File: src/rtl/synth_pkg.sv
// Shared constants for the synth datapath: PS/2 prefix bytes, the note-key table
// and the scan-code parser states. The tone-table stage also imports this package.
package synth_pkg;

   localparam logic [7:0] KEY_BREAK  = 8'hF0;
   localparam logic [7:0] KEY_EXT    = 8'hE0;
   localparam int         NUM_VOICES = 4;
   localparam int         NUM_NOTES  = 20;

   localparam logic [7:0] NOTE_CODES [NUM_NOTES] = '{
      8'h15, 8'h1C, 8'h1D, 8'h1B, 8'h24, 8'h23, 8'h2B, 8'h2C, 8'h34, 8'h35,
      8'h33, 8'h3B, 8'h43, 8'h42, 8'h44, 8'h4B, 8'h4D, 8'h4C, 8'h52, 8'h5B
   };

   typedef enum logic [1:0] {
      S_IDLE    = 2'd0,
      S_BRK     = 2'd1,
      S_EXT     = 2'd2,
      S_EXT_BRK = 2'd3
   } parse_state_t;

   function automatic logic is_note(input logic [7:0] code);
      logic hit;
      hit = 1'b0;
      for (int i = 0; i < NUM_NOTES; i++) begin
         if (NOTE_CODES[i] == code) hit = 1'b1;
      end
      return hit;
   endfunction

endpackage

File: src/rtl/voice_lru.sv
// Allocation-age ranks for the voice bank: 0 = newest, rank 3 = oldest once the
// bank is full. Ranks of busy voices stay a permutation of 0..busy_count-1.
module voice_lru (
   input  logic       clk,
   input  logic       reset,
   input  logic       clear,
   input  logic       alloc_en,
   input  logic [1:0] alloc_idx,
   input  logic [3:0] release_mask,
   input  logic [3:0] busy,
   output logic [1:0] oldest_idx,
   output logic [7:0] ranks
);
   import synth_pkg::*;

   logic [1:0] rank_q [NUM_VOICES];
   logic [1:0] drop   [NUM_VOICES];

   // A surviving voice moves up by one for every released voice that was newer.
   always_comb begin
      for (int i = 0; i < NUM_VOICES; i++) begin
         drop[i] = 2'd0;
         for (int j = 0; j < NUM_VOICES; j++) begin
            if (release_mask[j] && busy[j] && (rank_q[j] < rank_q[i])) drop[i] = drop[i] + 2'd1;
         end
      end
   end

   always_comb begin
      oldest_idx = 2'd0;
      ranks      = '0;
      for (int i = 0; i < NUM_VOICES; i++) begin
         if (rank_q[i] == 2'd3) oldest_idx = 2'(i);
         ranks[2*i +: 2] = rank_q[i];
      end
   end

   always_ff @(posedge clk) begin
      if (reset || clear) begin
         for (int i = 0; i < NUM_VOICES; i++) rank_q[i] <= 2'd0;
      end else if (alloc_en) begin
         for (int i = 0; i < NUM_VOICES; i++) begin
            if (alloc_idx == 2'(i)) rank_q[i] <= 2'd0;
            else if (busy[i])       rank_q[i] <= rank_q[i] + 2'd1;
         end
      end else if (|release_mask) begin
         for (int i = 0; i < NUM_VOICES; i++) begin
            if (release_mask[i]) rank_q[i] <= 2'd0;
            else if (busy[i])    rank_q[i] <= rank_q[i] - drop[i];
         end
      end
   end

endmodule

File: src/rtl/voice_allocator.sv
// Four-voice note allocator: parses the PS/2 byte stream and maps held note keys
// onto channel registers, stealing the oldest voice when the bank is full.
module voice_allocator #(
   parameter bit STEAL_EN = 1'b1
) (
   input  logic       clk,
   input  logic       reset,
   input  logic [7:0] scan_code,
   input  logic       scan_ready,
   input  logic       all_off,
   output logic [7:0] scan_code1,
   output logic [7:0] scan_code2,
   output logic [7:0] scan_code3,
   output logic [7:0] scan_code4,
   output logic [3:0] voice_busy,
   output logic       steal,
   output logic [1:0] parser_state,
   output logic [7:0] lru_ranks
);
   import synth_pkg::*;

   // scan_ready is a one-cycle valid strobe with no ready/backpressure: every
   // strobed byte is consumed on that edge unless all_off discards it.
   parse_state_t          state, state_next;
   logic [7:0]            code_q    [NUM_VOICES];
   logic [7:0]            code_next [NUM_VOICES];
   logic [NUM_VOICES-1:0] busy_q, hit_mask, release_mask;
   logic                  make_ev, brk_ev, any_free, alloc_en, steal_next;
   logic [1:0]            free_idx, oldest_idx, alloc_idx;

   always_comb begin
      state_next = state;
      make_ev    = 1'b0;
      brk_ev     = 1'b0;
      if (scan_ready) begin
         case (state)
            S_IDLE: begin
               if (scan_code == KEY_BREAK)    state_next = S_BRK;
               else if (scan_code == KEY_EXT) state_next = S_EXT;
               else                           make_ev    = is_note(scan_code);
            end
            S_BRK: begin
               if (scan_code == KEY_EXT) state_next = S_EXT_BRK;
               else if (scan_code != KEY_BREAK) begin
                  brk_ev     = is_note(scan_code);
                  state_next = S_IDLE;
               end
            end
            S_EXT:     state_next = (scan_code == KEY_BREAK) ? S_EXT_BRK : S_IDLE;
            S_EXT_BRK: state_next = S_IDLE;
            default:   state_next = S_IDLE;
         endcase
      end
   end

   always_comb begin
      free_idx = 2'd0;
      for (int i = NUM_VOICES - 1; i >= 0; i--) begin
         hit_mask[i] = busy_q[i] && (code_q[i] == scan_code);
         if (!busy_q[i]) free_idx = 2'(i);
      end
      any_free = ~&busy_q;
   end

   // A repeat of a held key never reallocates; a full bank either steals or drops.
   always_comb begin
      alloc_en   = 1'b0;
      alloc_idx  = free_idx;
      steal_next = 1'b0;
      if (make_ev && (hit_mask == '0)) begin
         if (any_free) begin
            alloc_en = 1'b1;
         end else if (STEAL_EN) begin
            alloc_en   = 1'b1;
            alloc_idx  = oldest_idx;
            steal_next = 1'b1;
         end
      end
      release_mask = brk_ev ? hit_mask : '0;
      for (int i = 0; i < NUM_VOICES; i++) begin
         code_next[i] = code_q[i];
         if (release_mask[i])                     code_next[i] = KEY_BREAK;
         if (alloc_en && (alloc_idx == 2'(i)))    code_next[i] = scan_code;
      end
   end

   always_ff @(posedge clk) begin
      if (reset || all_off) begin
         state  <= S_IDLE;
         steal  <= 1'b0;
         busy_q <= '0;
         for (int i = 0; i < NUM_VOICES; i++) code_q[i] <= KEY_BREAK;
      end else begin
         state <= state_next;
         steal <= steal_next;
         for (int i = 0; i < NUM_VOICES; i++) begin
            code_q[i] <= code_next[i];
            busy_q[i] <= (code_next[i] != KEY_BREAK);
         end
      end
   end

   voice_lru u_lru (
      .clk          (clk),
      .reset        (reset),
      .clear        (all_off),
      .alloc_en     (alloc_en),
      .alloc_idx    (alloc_idx),
      .release_mask (release_mask),
      .busy         (busy_q),
      .oldest_idx   (oldest_idx),
      .ranks        (lru_ranks)
   );

   assign scan_code1   = code_q[0];
   assign scan_code2   = code_q[1];
   assign scan_code3   = code_q[2];
   assign scan_code4   = code_q[3];
   assign voice_busy   = busy_q;
   assign parser_state = state;

endmodule

File: config.mk
export PLATFORM = sky130hd
export DESIGN_NAME = voice_allocator
export DESIGN_NICKNAME = d
export VERILOG_FILES = /design/src/rtl/synth_pkg.sv /design/src/rtl/voice_lru.sv /design/src/rtl/voice_allocator.sv
export SDC_FILE = /design/constraint.sdc
export NUM_CORES = 1
export LEC_CHECK = 0
export BUFFER_PORTS_ARGS = -buffer_cell sky130_fd_sc_hd__buf_2
export CORE_MARGIN = 2
export CORE_UTILIZATION = 45
export CTS_BUF_LIST = sky130_fd_sc_hd__clkbuf_4
export DETAILED_ROUTE_END_ITERATION = 8
export PLACE_DENSITY = 0.66
export SLEW_MARGIN = 10
export SYNTH_ARGS = -nofsm -noshare
export SYNTH_HDL_FRONTEND = slang
export SYNTH_SLANG_ARGS = --single-unit
File: constraint.sdc
create_clock -name clk -period 4.45 [get_ports clk]
set_input_delay 0.6675 -clock clk [delete_from_list [all_inputs] [get_ports clk]]
set_output_delay 0.6675 -clock clk [all_outputs]
set_load 0.005 [all_outputs]
==> impl_metrics.yaml, run 1 <==
run_status:
  run_status: "finished, final reports clean"
setup_path:
  worst-setup-path-type: "primary input to flop"
  worst_setup_path_start_kind: "primary input"
  critPathArrivalTime_ns: 3.99
  worst_ep_required_time_ns: 4.78
  worstSetupEndpointType: "flop"
  critical_path_peak_fanout: 16
global_routing:
  maximum_number_of_pins_on_one_net_before_global_route_repair: 26
  number_of_global_route_vias_before_repair: 3247
  globalRouteOverflowTotal: 0
  first_pass_grt_wire_length_microns: 16400
  grt_antenna_before_repair: 0
  grt_util_all_layers_pct: 23.9
yosys:
  combinational_family_with_the_most_area_after_synthesis: "simple AND/OR/NAND/NOR gates"
  synth_warnings: 0
  mappedNetlistArea_sq_um: 3580
  yosys.cell_types.count: 60
  synthesis.instances: 441
  post_synth_mux_area_share_pct: 1.40
  number_of_enable_flip_flop_cells_after_synthesis: 6
  synth_seq_area_share_pct: 28.0
  synth_seq_cells: 47
  dominantRegCellSynth: "dfxtp_1"
  async_reset_ff_share_pct: 0
  synth-compound-area-share_pct: 16.6
  avgSynthCellArea_sq_um: 8.12
  yosys.area_share.simple_pct: 27.8
  yosys.area_share.adder_pct: 9.43
  synthesis.nets: 480
  synth_xor_area_share_pct: 10.5
routing:
  drtAntennaViolNets: 0
  first_iter_violations: 244
  first_pass_iters: 5
  routed_wl_microns: 10300
  drt-wirelength-per-cell_microns: 17.2
  avgViaCountPerCell: 5.87
  drt_drc_violations_left: 0
  via_count: 3534
clock_network:
  post_cts_hold_buffer_count: 0
  total_cts_buffers: 5
  h_tree_level_count: 2
  clock_path_buffers: 2
  clock_pin_transition_on_the_worst_setup_and_hold_timing_paths_ns: 0.16
  post_cts_resized: 0
  cts.repair_timing.setup_buffer_count: 0
  cts.sinks: 47
  cts-root-buf: "clkbuf_4"
  cts_tree: "built"
  clk-insertion-delay-late_ns: 0.38
sta:
  finalWorstPathRequiredPeriod_ns: 3.65
  final_hold_viol_count: 0
  post-route-period-util_pct: 82.1
  worstMarginPinSlew_ns: 0.939
  setup_viol_count_final: 0
  slew_viol_final: 0
  worst_relative_slew_slack_pct: 37.1
  grt_setup_unrepaired: "no"
  finClkSkew_ns: 0.0130
  fmax_ghz: 0.274
  fin_tns_setup_ns: 0
cells_and_area:
  drive_gt1_share_pct: 19.4
  final_core_utilization_pct: 53.3
  final_area_sq_um: 4120
  num_antenna_cells: 0
  nFillCells: 730
  layout-area-overhead-vs-synth_pct: 15.1
  design.final.nets: 538
floorplan:
  die_area_sq_um: 8690
  num_io_pins: 59
  rows: 32
  die_width_microns: 93.2
  starting_density_of_the_core_pct: 46.3
  coreArea_sq_um: 7730
  floorplan.die.height_microns: 93.2
power_and_ir_drop:
  ir_worst_vdd_v: 0.000135
  leakage_nw: 1.68
  power_per_cell_area_nw_per_um2: 214
place:
  dpl.hpwl_microns: 7690
  placed_cell_area_sq_um: 4010
  io_buffers: 58
  globalplace.congestion: 0.902
flow_run:
  drv_cap: 0
min_path:
  worst_hold_class: "flop to flop"
area by class of cell:
cell class	count	area (sq um)	area share [%]
Multi-Input combinational cell	340	2360	57.2
Sequential cell	47	1000	24.3
Timing Repair Buffer	74	410	9.96
Tap cell	102	128	3.10
Inverter	31	116	2.82
Clock inverter	3	71.3	1.73
Clock buffer	5	37.5	0.911
kinds of logic (layout without fill, tap and decap cells):
| logic type | Yosys count | count (layout) |
|---|---|---|
| multiplexers | 5 | 5 |
| buffers and inverters | 54 | 113 |
| AO/OA/AOI/OAI | 92 | 92 |
| XOR/XNOR | 43 | 43 |
| AND/OR/NAND/NOR | 173 | 173 |
| adder cells (fa/ha/maj) | 27 | 27 |
| flip-flops | 47 | 47 |
routing by layer:
layer  vias up  routed length [microns]  GRT usage (%)
met2       130                     4980           40.6
met1      1680                     4600           31.8
met4         0                      148           6.37
met5         -                        0              0
met3        20                      600           3.46
li1       1704                        -              -
report_power, final:
group	internal (W)	switching, W	total [W]	leakage [nW]
combinational	0.0000374	0.0000631	0.000100	1.23
clock	0.000179	0.000162	0.000341	0.0573
sequential	0.000433	0.00000590	0.000439	0.398
cell usage after synthesis (all sizes together) (8+ instances only):
cell type | number | area (sq um)
a211oi | 8 | 77.6
a21oi | 31 | 155
buf | 15 | 77.6
clkbuf | 8 | 30.0
dfxtp | 41 | 821
ha | 27 | 338
inv | 31 | 116
nand2 | 33 | 124
nand3 | 14 | 70.1
nand3b | 8 | 60.1
nand4 | 10 | 62.6
nor2 | 22 | 82.6
nor3 | 29 | 145
nor4 | 9 | 83.8
o21ai | 27 | 135
xnor2 | 18 | 158
xor2 | 25 | 219
registers in the layout (all words and copies together), names as in the netlist:
register	flops
u_lru.rank_q	8
voice_busy	4
code_q	32
parser_state	2
steal	1
cell usage in the layout, fill, tap and decap left out, types with 8 or more instances in the layout:
master,Yosys,final
a21oi_1,31,31
buf_2,11,58
buf_4,2,16
dfxtp_1,41,41
ha_1,27,27
inv_1,31,31
nand2_1,33,33
nand3_1,14,14
nand3b_1,8,8
nand4_1,10,10
nor2_1,22,22
nor3_1,29,29
o21ai_0,27,27
xnor2_1,18,18
xor2_1,25,25
final timing paths:
| kind | from | slack (ns) | end | cells after the start |
|---|---|---|---|---|
| setup / recovery | scan_code[2] | 0.80 | u_lru.rank_q[0][1] | 13 |
| hold / removal | code_q[1][1] | 0.51 | code_q[1][1] | 2 |
| setup reg to reg | code_q[1][6] | 1.28 | u_lru.rank_q[0][1] | 12 |
| hold reg to reg | code_q[1][1] | 0.51 | code_q[1][1] | 2 |
metrics by stage:
stage / hold slack, ns / total power (W) / setup slack [ns] / instances
6_report: 0.514 / 0.000880 / 0.796 / 602
5_1_grt: 0.554 / 0.000907 / 0.589 / 602
4_1_cts: 0.517 / 0.000882 / 0.810 / 602
3_5_place_dp: 0.497 / 0.000547 / 0.429 / 594
3_3_place_gp: 0.495 / 0.000545 / 0.490 / 594
2_1_floorplan: 0.490 / 0.000514 / 0.499 / 441
worst max-delay path, cell delays in order:
cell and delay (ns):
buf_2 0.27, or4b_4 0.53, a211o_1 0.34, a211oi_2 0.27
nand2b_1 0.11, a211oi_1 0.30, ha_1 0.29, xor2_1 0.16
ha_1 0.18, xor2_1 0.15, or4bb_1 0.47, mux2i_1 0.13
or3b_1 0.11
No activity file was read; power rests on OpenSTA's default activity.
==> inputs of run 2 (changes only) <==
--- a/config.mk
+++ b/config.mk
@@ -10,7 +10,7 @@
 export CORE_UTILIZATION = 45
 export CTS_BUF_LIST = sky130_fd_sc_hd__clkbuf_4
 export DETAILED_ROUTE_END_ITERATION = 8
-export PLACE_DENSITY = 0.66
+export PLACE_DENSITY = 0.69
 export SLEW_MARGIN = 10
 export SYNTH_ARGS = -nofsm -noshare
 export SYNTH_HDL_FRONTEND = slang
==> constraint.sdc (replaced) <==
create_clock -name clk -period 3.15 [get_ports clk]
set_input_delay 0.4725 -clock clk [delete_from_list [all_inputs] [get_ports clk]]
set_output_delay 0.4725 -clock clk [all_outputs]
set_load 0.005 [all_outputs]
==> impl_metrics.yaml, run 2 (synthesized netlist as in run 1, its figures left out) <==
setup_path:
  critPathArrivalTime_ns: 3.57
  critical_path_buffers_and_inverters: 1
  crit_path_leading_delay_family: "simple AND/OR/NAND/NOR gates"
  timing.critical_path.cells: "buf_2, or4b_4, a211o_1, a211oi_4, nand2b_1, a211oi_2, ha_1, xor2_1, ha_2, xor2_1, or4bb_1, mux2i_1, or3b_1"
  worst_ep_required_time_ns: 3.49
  cp_slowest_stage_delay_ns: 0.57
  worstSetupEndpointType: "flop"
  worst-setup-path-type: "primary input to flop"
  cell_repeated_most_along_the_worst_path: "xor2_1"
  cpMaxStageDelayCell: "or4b_4"
  worst_setup_path_start_kind: "primary input"
  critical_path_peak_fanout: 2
routing:
  avgViaCountPerCell: 5.66
  drtAntennaViolNets: 0
  routed_wl_microns: 10700
  drt_drc_violations_left: 0
  first_iter_violations: 256
  first_pass_iters: 5
  drt-wirelength-per-cell_microns: 16.4
  via_count: 3709
power_and_ir_drop:
  ir_worst_vdd_v: 0.000169
  seq_power_share_pct: 51.9
  power.clock.fraction_pct: 33.2
  leakage_nw: 1.94
  power_w: 0.00119
  power.share.combinational_pct: 14.9
  power.share.switching_pct: 27.9
  netSwitchingPower_w: 0.000332
  power_per_cell_area_nw_per_um2: 259
  p_int_w: 0.000859
clock_network:
  clk-insertion-delay-late_ns: 0.38
  cts-root-buf: "clkbuf_4"
  post_cts_hold_buffer_count: 0
  clock_pin_transition_on_the_worst_setup_and_hold_timing_paths_ns: 0.16
  cts.sinks: 47
  clock_path_buffers: 2
  total_cts_buffers: 5
  cts_tree: "built"
  h_tree_level_count: 2
sta:
  setup_viol_count_final: 1
  slew_viol_final: 0
  finalWorstPathRequiredPeriod_ns: 3.23
  fin_worst_hold_slack_ns: 0.401
  worstMarginPinSlew_ns: 0.825
  fmax_ghz: 0.310
  post-route-period-util_pct: 102
  postLayoutSetupSlackWorst_ns: -0.0756
  worst_relative_slew_slack_pct: 44.4
  grt_setup_unrepaired: "yes"
  finClkSkew_ns: 0.0150
  final_hold_viol_count: 0
cells_and_area:
  drive_gt1_share_pct: 29.7
  top_reg_by_flops: "code_q"
  num_antenna_cells: 0
  largest_reg_flops: 32
  layoutNonFillerInstCount: 655
  layout.cells.most_common: "buf_4"
  design.final.nets: 591
  final_area_sq_um: 4600
  layout-area-overhead-vs-synth_pct: 28.4
  layout.cells.most_common_list: "buf_4 (68), buf_2 (58), dfxtp_1 (41), nand2_1 (33)"
floorplan:
  rows: 32
  floorplan.die.height_microns: 93.2
  die_width_microns: 93.2
  num_io_pins: 59
  die_area_sq_um: 8690
  coreArea_sq_um: 7730
  starting_density_of_the_core_pct: 46.3
run_status:
  violations: "setup timing"
  run_status: "complete, but fails checks"
global_routing:
  grt_util_all_layers_pct: 25.6
  maximum_number_of_pins_on_one_net_before_global_route_repair: 26
  first_pass_grt_wire_length_microns: 17700
  grt_antenna_before_repair: 0
  number_of_global_route_vias_before_repair: 3538
  globalRouteOverflowTotal: 0
flow_run:
  drv_cap: 0
place:
  io_buffers: 58
  post-place-cells: 646
  placed_cell_area_sq_um: 4420
  globalplace.congestion: 0.915
  dpl.hpwl_microns: 8240
min_path:
  worst_hold_class: "primary input to flop"
[run 2: cell count changes in the layout (fill, tap and decap cells not counted), sizes merged]
cell,previous run,this run
buf,74,127
bufinv,2,1
clkinv,0,1
[run 2: worst paths after layout]
| check | cells after the start | slack, ns | endpoint | start |
|---|---|---|---|---|
| worst max-delay path | 13 | -0.08 | u_lru.rank_q[0][1] | scan_code[3] |
| worst max register to register | 11 | 0.04 | u_lru.rank_q[0][1] | u_lru.rank_q[3][1] |
| worst min register to register | 2 | 0.52 | code_q[1][2] | code_q[1][2] |
| worst min-delay path | 3 | 0.40 | parser_state[0] | scan_ready |
[run 2: per-layer routing]
metal,up-vias,share of wire [%],global-route usage (%)
met5,-,0,0
li1,1813,-,-
met3,18,5.5,2.90
met1,1738,44,34.5
met4,0,1.7,6.99
met2,140,48,43.3
[run 2: through the flow]
| step | TNS [ns] | worst slack [ns] | util (%) |
|---|---|---|---|
| 2_1_floorplan | -0.489 | -0.438 | - |
| 3_3_place_gp | -1.42 | -0.350 | 57.3 |
| 3_5_place_dp | -2.27 | -0.469 | 57.3 |
| 4_1_cts | -0.0717 | -0.0717 | 58.4 |
| 5_1_grt | -0.316 | -0.224 | 59.5 |
| 6_report | -0.0756 | -0.0756 | 59.5 |
[run 2: power groups by stage]
stage          clock network [W]  logic (W)  registers [W]
2_1_floorplan                  0  0.0000969       0.000630
3_3_place_gp                   0   0.000164       0.000631
3_5_place_dp                   0   0.000168       0.000631
4_1_cts                 0.000394   0.000169       0.000618
5_1_grt                 0.000423   0.000193       0.000620
6_report                0.000395   0.000177       0.000619
[run 2: cell type report]
cell class	instances	area (sq um)
tap	102	128
clock buffer	5	37.5
inverter	31	116
multi-input combinational	340	2460
clock inverter	3	47.5
timing repair buffer	127	812
sequential	47	1000
fill	703	3130
[run 2: worst min-delay path, delay by kind of cell]
kind                   cells  cell delay (ns)
buffers and inverters      1             0.13
AND/OR/NAND/NOR            1             0.09
AO/OA/AOI/OAI              1             0.06
[run 2: timing repair]
item	in CTS	in global routing
hold endpoints to repair	0	0
buffers inserted	0	1
endpoints found under the setup margin	1	6
pin swaps	0	3
resized for setup	0	18
==> inputs of run 3 (changes only) <==
--- a/config.mk
+++ b/config.mk
@@ -5,7 +5,7 @@
 export SDC_FILE = /design/constraint.sdc
 export NUM_CORES = 1
 export LEC_CHECK = 0
-export BUFFER_PORTS_ARGS = -buffer_cell sky130_fd_sc_hd__buf_2
+export BUFFER_PORTS_ARGS = -buffer_cell sky130_fd_sc_hd__buf_4
 export CORE_MARGIN = 2
 export CORE_UTILIZATION = 45
 export CTS_BUF_LIST = sky130_fd_sc_hd__clkbuf_4
==> impl_metrics.yaml, run 3 (synthesized netlist as in run 1, its figures left out) <==
clock_network:
  cts-root-buf: "clkbuf_4"
  clock_path_buffers: 2
  cts.sinks: 47
  total_cts_buffers: 5
  h_tree_level_count: 2
  clk-insertion-delay-late_ns: 0.38
  cts_tree: "built"
  clock_pin_transition_on_the_worst_setup_and_hold_timing_paths_ns: 0.15
sta:
  post-route-period-util_pct: 101
  final_hold_viol_count: 0
  setup_viol_count_final: 1
  postLayoutSetupSlackWorst_ns: -0.0197
  slew_viol_final: 0
  finalWorstPathRequiredPeriod_ns: 3.17
  finClkSkew_ns: 0.00890
  worstMarginPinSlew_ns: 0.997
  grt_setup_unrepaired: "yes"
  fmax_ghz: 0.315
  worst_relative_slew_slack_pct: 33.0
place:
  dpl.hpwl_microns: 8470
  placed_cell_area_sq_um: 4600
  io_buffers: 58
  post-place-cells: 649
  globalplace.congestion: 0.867
power_and_ir_drop:
  power_w: 0.00120
  ir_worst_vdd_v: 0.000228
  power_per_cell_area_nw_per_um2: 252
  leakage_nw: 1.99
floorplan:
  starting_density_of_the_core_pct: 46.3
  num_io_pins: 59
  floorplan.die.height_microns: 93.2
  coreArea_sq_um: 7730
  die_width_microns: 93.2
  rows: 32
  die_area_sq_um: 8690
setup_path:
  worst-setup-path-type: "primary input to flop"
  critPathArrivalTime_ns: 3.50
  worstSetupEndpointType: "flop"
  critical_path_peak_fanout: 2
  worst_ep_required_time_ns: 3.48
  reg2reg_setup_slack_ns: 0.14
  worst_setup_path_start_kind: "primary input"
cells_and_area:
  drive_gt1_share_pct: 29.6
  num_antenna_cells: 0
  largest_reg_flops: 32
  design.final.nets: 595
  layout.cells.most_common_list: "buf_4 (130), dfxtp_1 (41), nand2_1 (33), a21oi_1 (31), inv_1 (31)"
  layoutNonFillerInstCount: 659
  layout-area-overhead-vs-synth_pct: 33.2
  top_reg_by_flops: "code_q"
  final_area_sq_um: 4770
  layout.cells.most_common: "buf_4"
run_status:
  run_status: "complete, but fails checks"
  violations: "setup timing"
routing:
  routed_wl_microns: 10900
  first_pass_iters: 5
  drt_drc_violations_left: 0
  avgViaCountPerCell: 5.67
  drtAntennaViolNets: 0
  via_count: 3734
  drt-wirelength-per-cell_microns: 16.6
  first_iter_violations: 290
flow_run:
  drv_cap: 0
global_routing:
  number_of_global_route_vias_before_repair: 3457
  grt_util_all_layers_pct: 25.0
  globalRouteOverflowTotal: 0
  first_pass_grt_wire_length_microns: 17300
  maximum_number_of_pins_on_one_net_before_global_route_repair: 26
  grt_antenna_before_repair: 0
min_path:
  worst_hold_class: "primary input to flop"
-- run 3: what timing repair did --
item	CTS	global route
pin swaps	1	2
setup buffers	0	2
gates resized for setup	2	12
setup endpoints to repair	2	9
hold buffers	0	0
-- run 3: power breakdown --
| part | switching, W | total, W | internal (W) |
|---|---|---|---|
| clock network | 0.000223 | 0.000393 | 0.000170 |
| registers | 0.00000601 | 0.000617 | 0.000611 |
| logic | 0.000104 | 0.000190 | 0.0000860 |
-- run 3: metrics by stage --
step,util (%),setup slack [ns],hold WS [ns],TNS (ns)
6_report,61.7,-0.0197,0.399,-0.0197
2_1_floorplan,-,-0.438,0.490,-0.489
3_5_place_dp,59.6,-0.441,0.507,-3.68
5_1_grt,61.7,-0.144,0.409,-0.144
3_3_place_gp,59.6,-0.353,0.496,-1.96
4_1_cts,60.8,-0.0129,0.386,-0.0129
-- run 3: final timing paths --
| path | start | endpoint | cells after the start |
|---|---|---|---|
| min reg2reg | code_q[1][0] | code_q[1][0] | 2 |
| max | scan_code[3] | u_lru.rank_q[0][1] | 13 |
| min | scan_ready | parser_state[1] | 3 |
| max reg2reg | u_lru.rank_q[3][1] | u_lru.rank_q[0][1] | 11 |
-- run 3: critical path, cell delays in order --
cell and delay [ns]:
buf_4 0.11, or4b_4 0.57, a211o_1 0.33, a211oi_4 0.23, nand2b_1 0.11, a211oi_2 0.20, ha_1 0.28, xor2_1 0.16
ha_2 0.17, xor2_1 0.14, or4bb_1 0.46, mux2i_1 0.15, or3b_1 0.12
-- run 3: area by class of cell --
cell class                      instances  area [sq um]
Clock buffer                            5          37.5
Clock inverter                          3          46.3
Inverter                               31           116
Fill cell                             709          2960
Timing Repair Buffer                  131           996
Tap cell                              102           128
Sequential cell                        47          1000
Multi-Input combinational cell        340          2450
-- run 3: layer usage --
| layer | wire length, microns | up-vias | track usage, % |
|---|---|---|---|
| li1 | - | 1814 | - |
| met1 | 4800 | 1765 | 33.2 |
| met2 | 5330 | 137 | 42.1 |
| met3 | 605 | 18 | 2.98 |
| met4 | 191 | 0 | 8.95 |
| met5 | 0 | - | 0 |
